### config.mk
export PLATFORM = sky130hd
export DESIGN_NAME = irq_ctrl
export DESIGN_NICKNAME = d
export VERILOG_FILES = /design/src/rtl/irq_ctrl.sv
export SDC_FILE = /design/constraint.sdc
export NUM_CORES = 1
export LEC_CHECK = 0
export CORE_UTILIZATION = 55
export DETAILED_ROUTE_END_ITERATION = 16
export GPL_ROUTABILITY_DRIVEN = 0
export HOLD_SLACK_MARGIN = 0.03
export MAX_ROUTING_LAYER = met4
export PLACE_DENSITY = 0.83
export REMOVE_ABC_BUFFERS = 1
export SLEW_MARGIN = 10
export SYNTH_ARGS = -nofsm -noshare
export SYNTH_HDL_FRONTEND = slang
export SYNTH_SLANG_ARGS = --single-unit
### constraint.sdc
create_clock -name CLK -period 2 [get_ports CLK]
set_input_delay 0.2 -clock CLK [delete_from_list [all_inputs] [get_ports CLK]]
set_output_delay 0.2 -clock CLK [all_outputs]
set_load 0.02 [all_outputs]
### src/rtl/irq_ctrl.sv
// irq_ctrl -- eight-source prioritised interrupt controller.
//
// Each SRC bit is synchronised and rising-edge detected into PENDING. When
// the global enable is set and an enabled source is pending, the lowest
// index wins arbitration, is reported on VECTOR and requested on IRQ. The
// core acknowledges with IRQ_ACK (the pending bit is consumed) and signals
// handler return with IRQ_DONE.
//
// Optional feature: define IRQ_CTRL_TIMEOUT_EN to abandon a request that has
// not been acknowledged within 255 cycles; the abandonment is recorded in
// the sticky STATUS.TO bit.
//
// Ports:
//   CLK        in   1  clock, rising edge
//   RESET      in   1  synchronous, active-high reset
//   SRC        in   8  asynchronous interrupt sources, bit 0 highest priority
//   IRQ        out  1  registered interrupt request
//   IRQ_ACK    in   1  core takes the interrupt this cycle
//   IRQ_DONE   in   1  handler has returned
//   CSR_WE     in   1  CSR write strobe
//   CSR_ADDR   in   2  0 ENABLE, 1 PENDING (W1C), 2 CTRL, 3 STATUS
//   CSR_WDATA  in   8  CSR write data
//   CSR_RDATA  out  8  combinational CSR read
//   VECTOR     out  3  source requested / in service
//   BUSY       out  1  high while requesting or in service
module irq_ctrl (
    input  logic       CLK,
    input  logic       RESET,
    input  logic [7:0] SRC,
    output logic       IRQ,
    input  logic       IRQ_ACK,
    input  logic       IRQ_DONE,
    input  logic       CSR_WE,
    input  logic [1:0] CSR_ADDR,
    input  logic [7:0] CSR_WDATA,
    output logic [7:0] CSR_RDATA,
    output logic [2:0] VECTOR,
    output logic       BUSY
);

    typedef enum logic [1:0] {
        IDLE    = 2'd0,
        REQ     = 2'd1,
        SERVICE = 2'd2
    } state_t;

    state_t     state;
    logic [7:0] sync_p0, sync_p1, sync_p2, rise_p3;
    logic [7:0] enable, pending;
    logic       gie;
    logic       to_flag;
    logic [7:0] armed;
    logic       ack_take;
    logic [7:0] clr_mask;

`ifdef IRQ_CTRL_TIMEOUT_EN
    logic [7:0] tmo_cnt;
`endif

    function automatic logic [2:0] lowest_idx(input logic [7:0] req);
        lowest_idx = 3'd0;
        for (int i = 7; i >= 0; i--) begin
            if (req[i]) lowest_idx = i[2:0];
        end
    endfunction

    // Synchroniser (p0, p1), edge reference (p2), registered edge pulse (p3)
    always_ff @(posedge CLK) begin
        if (RESET) begin
            sync_p0 <= '0;
            sync_p1 <= '0;
            sync_p2 <= '0;
            rise_p3 <= '0;
        end else begin
            sync_p0 <= SRC;
            sync_p1 <= sync_p0;
            sync_p2 <= sync_p1;
            rise_p3 <= sync_p1 & ~sync_p2;
        end
    end

    assign armed    = pending & enable;
    assign ack_take = (state == REQ) && IRQ_ACK;

    // Clears from software and from acknowledge; a same-cycle edge wins.
    always_comb begin
        clr_mask = 8'd0;
        if (CSR_WE && CSR_ADDR == 2'd1) clr_mask = clr_mask | CSR_WDATA;
        if (ack_take)                   clr_mask = clr_mask | (8'd1 << VECTOR);
    end

    always_ff @(posedge CLK) begin
        if (RESET) begin
            pending <= '0;
            enable  <= '0;
            gie     <= 1'b0;
        end else begin
            pending <= (pending & ~clr_mask) | rise_p3;
            if (CSR_WE && CSR_ADDR == 2'd0) enable <= CSR_WDATA;
            if (CSR_WE && CSR_ADDR == 2'd2) gie    <= CSR_WDATA[0];
        end
    end

    always_ff @(posedge CLK) begin
        if (RESET) begin
            state   <= IDLE;
            IRQ     <= 1'b0;
            VECTOR  <= 3'd0;
            to_flag <= 1'b0;
`ifdef IRQ_CTRL_TIMEOUT_EN
            tmo_cnt <= 8'd0;
`endif
        end else begin
`ifdef IRQ_CTRL_TIMEOUT_EN
            if (CSR_WE && CSR_ADDR == 2'd3 && CSR_WDATA[7]) to_flag <= 1'b0;
`endif
            case (state)
                IDLE: begin
                    if (gie && (armed != 8'd0)) begin
                        VECTOR <= lowest_idx(armed);
                        state  <= REQ;
                        IRQ    <= 1'b1;
`ifdef IRQ_CTRL_TIMEOUT_EN
                        tmo_cnt <= 8'd0;
`endif
                    end
                end
                REQ: begin
                    if (IRQ_ACK) begin
                        state <= SERVICE;
                        IRQ   <= 1'b0;
`ifdef IRQ_CTRL_TIMEOUT_EN
                        tmo_cnt <= 8'd0;
                    end else if (tmo_cnt == 8'd254) begin
                        // 255th unacknowledged cycle: give up, keep PENDING
                        state   <= IDLE;
                        IRQ     <= 1'b0;
                        to_flag <= 1'b1;
                        tmo_cnt <= 8'd0;
                    end else begin
                        tmo_cnt <= tmo_cnt + 8'd1;
`endif
                    end
                end
                SERVICE: begin
                    if (IRQ_DONE) state <= IDLE;
                end
                default: begin
                    state <= IDLE;
                    IRQ   <= 1'b0;
                end
            endcase
        end
    end

    assign BUSY = (state != IDLE);

    always_comb begin
        CSR_RDATA = 8'd0;
        case (CSR_ADDR)
            2'd0: CSR_RDATA = enable;
            2'd1: CSR_RDATA = pending;
            2'd2: CSR_RDATA = {7'd0, gie};
            2'd3: CSR_RDATA = {to_flag, 2'b00, state, VECTOR};
            default: CSR_RDATA = 8'd0;
        endcase
    end

endmodule

## After elaboration in Yosys (flattened, before gate mapping)

Cells that the tools add are included.

- Eq/ne operators: 8
- Shift operators: 1
- Multiplexer cells: 18
- Bitwise gates (word level): 8
- Reduce and logical (&&, ||, !) cells: 12

Operators by type and width:

| cell | number |
|---|---|
| one-hot mux 8 bit (4 select lines) | 1 |
| bitwise AND 8 bit | 3 |
| 2-to-1 mux 3 bit | 8 |
| 2-to-1 mux 8 bit | 2 |
| inverter 8 bit | 2 |
| OR 8 bit | 2 |
| nonzero test 8 bit | 1 |
| << shifter 1 x 3 -> 8 bit (first input constant) | 1 |
| equality test 2 bit (second input constant) | 3 |
| 2-to-1 mux 2 bit | 3 |
| != test 2 bit (second input constant) | 3 |
| one-hot mux 2 bit (3 select lines) | 1 |
| AND reduction 3 bit | 2 |
| logical AND 1 bit | 5 |
| equality test 2 x 1 -> 1 bit (second input constant) | 2 |
| zero test 2 bit | 2 |
| one-hot mux 1 bit (3 select lines) | 1 |
| 2-to-1 mux 1 bit | 2 |
| AND reduction 2 bit | 1 |
| nonzero test 2 bit | 1 |
| inverter 1 bit | 1 |

- Flip-flop bits (word level): 55
- Bits of input ports: 23

## Longest topological paths before layout

- Word-level depth: 9
- Gate-level depth with buffers: 5

## Worst setup path before layout

OpenSTA, ideal clock, no wires.

- Path type: in2out
- From: input port CSR_ADDR[0]
- To: output port CSR_RDATA[2]
- Arrival time: 1.161 ns
- Required time: 1.800 ns
- Path slack: 0.639 ns
- Stages: 4
- Path buffers: 2
- Cells stage by stage: buf_2 -> buf_2 -> mux2i_1 -> o21ai_0

- Word-level cells in the longest chain between the ends: 2

RTL lines:

| item | line | source |
|---|---|---|
| start, declared | 34 | `input logic [1:0] CSR_ADDR,` |
| equality test 2 bit, or another cell as far along | 160 | `case (CSR_ADDR)` |
| one-hot mux 8 bit (4 select lines) (*) | 160 |  |
| end, declared | 36 | `output logic [7:0] CSR_RDATA,` |

Mark *: on every way between the ends. The rest lies on a longest branch, timed or not.

## Final worst setup path

- From: input port CSR_ADDR[1]
- To: output port CSR_RDATA[0]

Same word-level chain as after synthesis.

==> run summary <==
Number of gates resized after CTS -> 0
Area Overhead vs Synth -> 24.7%
Top cell type's share of synthesized area -> 52.9%
Clk root buf -> clkbuf_8
Placed inst area -> 2500 sq um
Top cells by count, synth -> dfxtp_1 (55), nor2b_1 (32), mux2i_1 (16), inv_1 (15), nor2_1 (15)
Critical Path AT -> 1.75 ns
Slew headroom -> 72.0%
RSZ-0062 raised after global routing -> false
Leak Pwr -> 1.03 nW
Sw frac -> 23.7%
Post-layout min period -> 1.95 ns
Die Span X -> 63.5 um
Clock-pin slew on the worst setup and hold paths -> 0.09 ns
IO buf count -> 35
Worst EP required -> 1.80 ns
Number of CTS-inserted buffers -> 5
Fin util -> 74.9%
Pre-CTS setup slack -> 0.0444 ns
Critical path class -> input port to output port
Cells after Synth -> 212
Post-Layout Cell Count -> 296
Final worst-path cycle share -> 97.7%
Fin Clk Skew -> 0.00630 ns
First-pass GRT wire length -> 6.83 mm
Antenna-violating nets left -> 0
Ys async rst share -> 0%
FILL cells -> 247
Total number of vias -> 1593
Post-synthesis sequential area ratio -> 52.9%
Initial Util -> 60.1%
Total power -> 1.93 mW
Number of synthesized flops with an enable pin -> 0
Routed wire length -> 3.92 mm
Power share of the clock group -> 32.1%
# Max-Cap Violations -> 0
Yosys synthesis warning count -> 0
DRC Markers -> 0
Average cell area after synthesis -> 9.83 sq um
CP startpoint kind -> input port
Fin area -> 2600 sq um
# Post-CTS Setup Buffers -> 0
Die Span Y -> 63.5 um
Initial antenna violation count -> 0
Post-DR vias/cell -> 5.38
Most frequent cell after synthesis -> dfxtp_1
Final Worst Setup Slack -> 0.0455 ns
Netlist cell types -> 29
Setup_tns -> 0 ns
Max VDD drop -> 0.648 mV
Main flop type after synthesis -> dfxtp_1
Final Hold Vio Count -> 0
Crit-path max FO -> 2
Top cells by area, synth -> dfxtp_1 (53%), nor2b_1 (9.6%), mux2i_1 (7.7%)
Share of power burned in registers -> 59.5%
Cell Rows -> 21
H-tree level count -> 2
Crit. End Element -> output port
# hold bufs at CTS -> 0
Worst slew pin tran -> 0.419 ns
Drt initial violations -> 99
CTS sink count -> 55
Total gr overflow -> 0
Hpwl dp -> 2.72 mm
FF+latch count, synth -> 55
Max Fclk -> 512 MHz
Clk_lat worst skew -> 0.32 ns
NumNets Final -> 272
Pwr/cell area -> 743 nW/um^2
P_int -> 1.47 mW
Largest net degree at the start of global routing -> 34
Drt pass-1 iters -> 4
CTS tree -> done
Ports -> 36
Setup violations, final -> 0
Fin. max-slew vios -> 0
Core area -> 3470 sq um
Worst hold margin -> 0.385 ns
Hold-critical path depth -> 1
Combinational share of power -> 8.4%
R2r worst-path depth -> 4
Wire per inst -> 13.2 um
Synth Cell Area -> 2080 sq um
Bufs on Longest Clock Path -> 2
Inst Count DP -> 288
DIE AREA -> 4040 sq um
Total global-route track usage -> 22.9%
Vias in the first global route -> 1533
Ant. Diodes -> 0
Leading area contributor after synthesis -> dfxtp_1
Layout cells sized above 1 -> 7.60%
Worst Hold Class -> flip-flop to flip-flop
Switch Pwr -> 457 uW
Outcome -> complete, no violations
[path summary, 6_finish.rpt]
| path | start | end | slack (ns) |
|---|---|---|---|
| max reg2reg | state[0] | pending[2] | 0.62 |
| min reg2reg | sync_p2[0] | rise_p3[0] | 0.39 |
| max | CSR_ADDR[1] | CSR_RDATA[0] | 0.05 |
| min | sync_p2[0] | rise_p3[0] | 0.39 |
[layout make-up]
class | instances | area [sq um] | share of cell area [%]
timing repair buffer | 40 | 415 | 16.0
sequential | 55 | 1100 | 42.4
inverter | 15 | 56.3 | 2.17
multi-input combinational | 132 | 876 | 33.7
tap | 46 | 57.6 | 2.22
clock buffer | 5 | 68.8 | 2.65
clock inverter | 3 | 22.5 | 0.867
[cells in the final DEF, fill, tap and decap left out, types with 2 or more instances in the layout]
cell,count
dfxtp_1,55
clkdlybuf4s50_1,34
nor2b_1,32
mux2i_1,16
nor2_1,15
inv_1,15
a21oi_1,14
nand2_1,11
o21ai_0,7
o221ai_1,6
clkbuf_8,5
nand3_1,4
a22oi_1,4
nand2b_1,3
nand3b_1,3
buf_4,3
or2_4,2
a32oi_1,2
a211oi_1,2
nand4b_1,2
buf_12,2
[power groups by stage]
stage	clock [mW]	sequential [mW]	combinational, mW
floorplan	0	1.17	0.0623
global placement	0	1.17	0.158
detailed placement	0	1.17	0.162
CTS	0.635	1.15	0.164
global route	0.680	1.15	0.179
finish	0.619	1.15	0.163
[registers in the layout, indices dropped and copies added (netlist names)]
register and count:
sync_p2 8, state 2, IRQ 1, sync_p1 8
rise_p3 8, enable 8, gie 1, sync_p0 8
pending 8, VECTOR 3
[worst max-delay path, stage by stage]
cell	delay, ns
clkdlybuf4s50_1	0.50
mux4_2	0.50
clkdlybuf4s50_1	0.55
[metal layers]
| metal | global-route usage [%] | up-vias | part of all wire (%) |
|---|---|---|---|
| met5 | - | - | 0 |
| met4 | 11.4 | 0 | 3.0 |
| met3 | 5.98 | 11 | 6.4 |
| met2 | 36.7 | 58 | 47 |
| met1 | 26.3 | 729 | 44 |
| li1 | - | 795 | - |
[cells by family after synthesis]
| family | Yosys count | share of synthesized area (%) |
|---|---|---|
| AOI/OAI and AO/OA | 38 | 12.1 |
| buffers and inverters | 25 | 5.11 |
| DFF | 55 | 52.9 |
| muxes | 17 | 8.77 |
| and+or+nand+nor | 77 | 21.1 |
No activity file was read; power rests on OpenSTA's default activity.
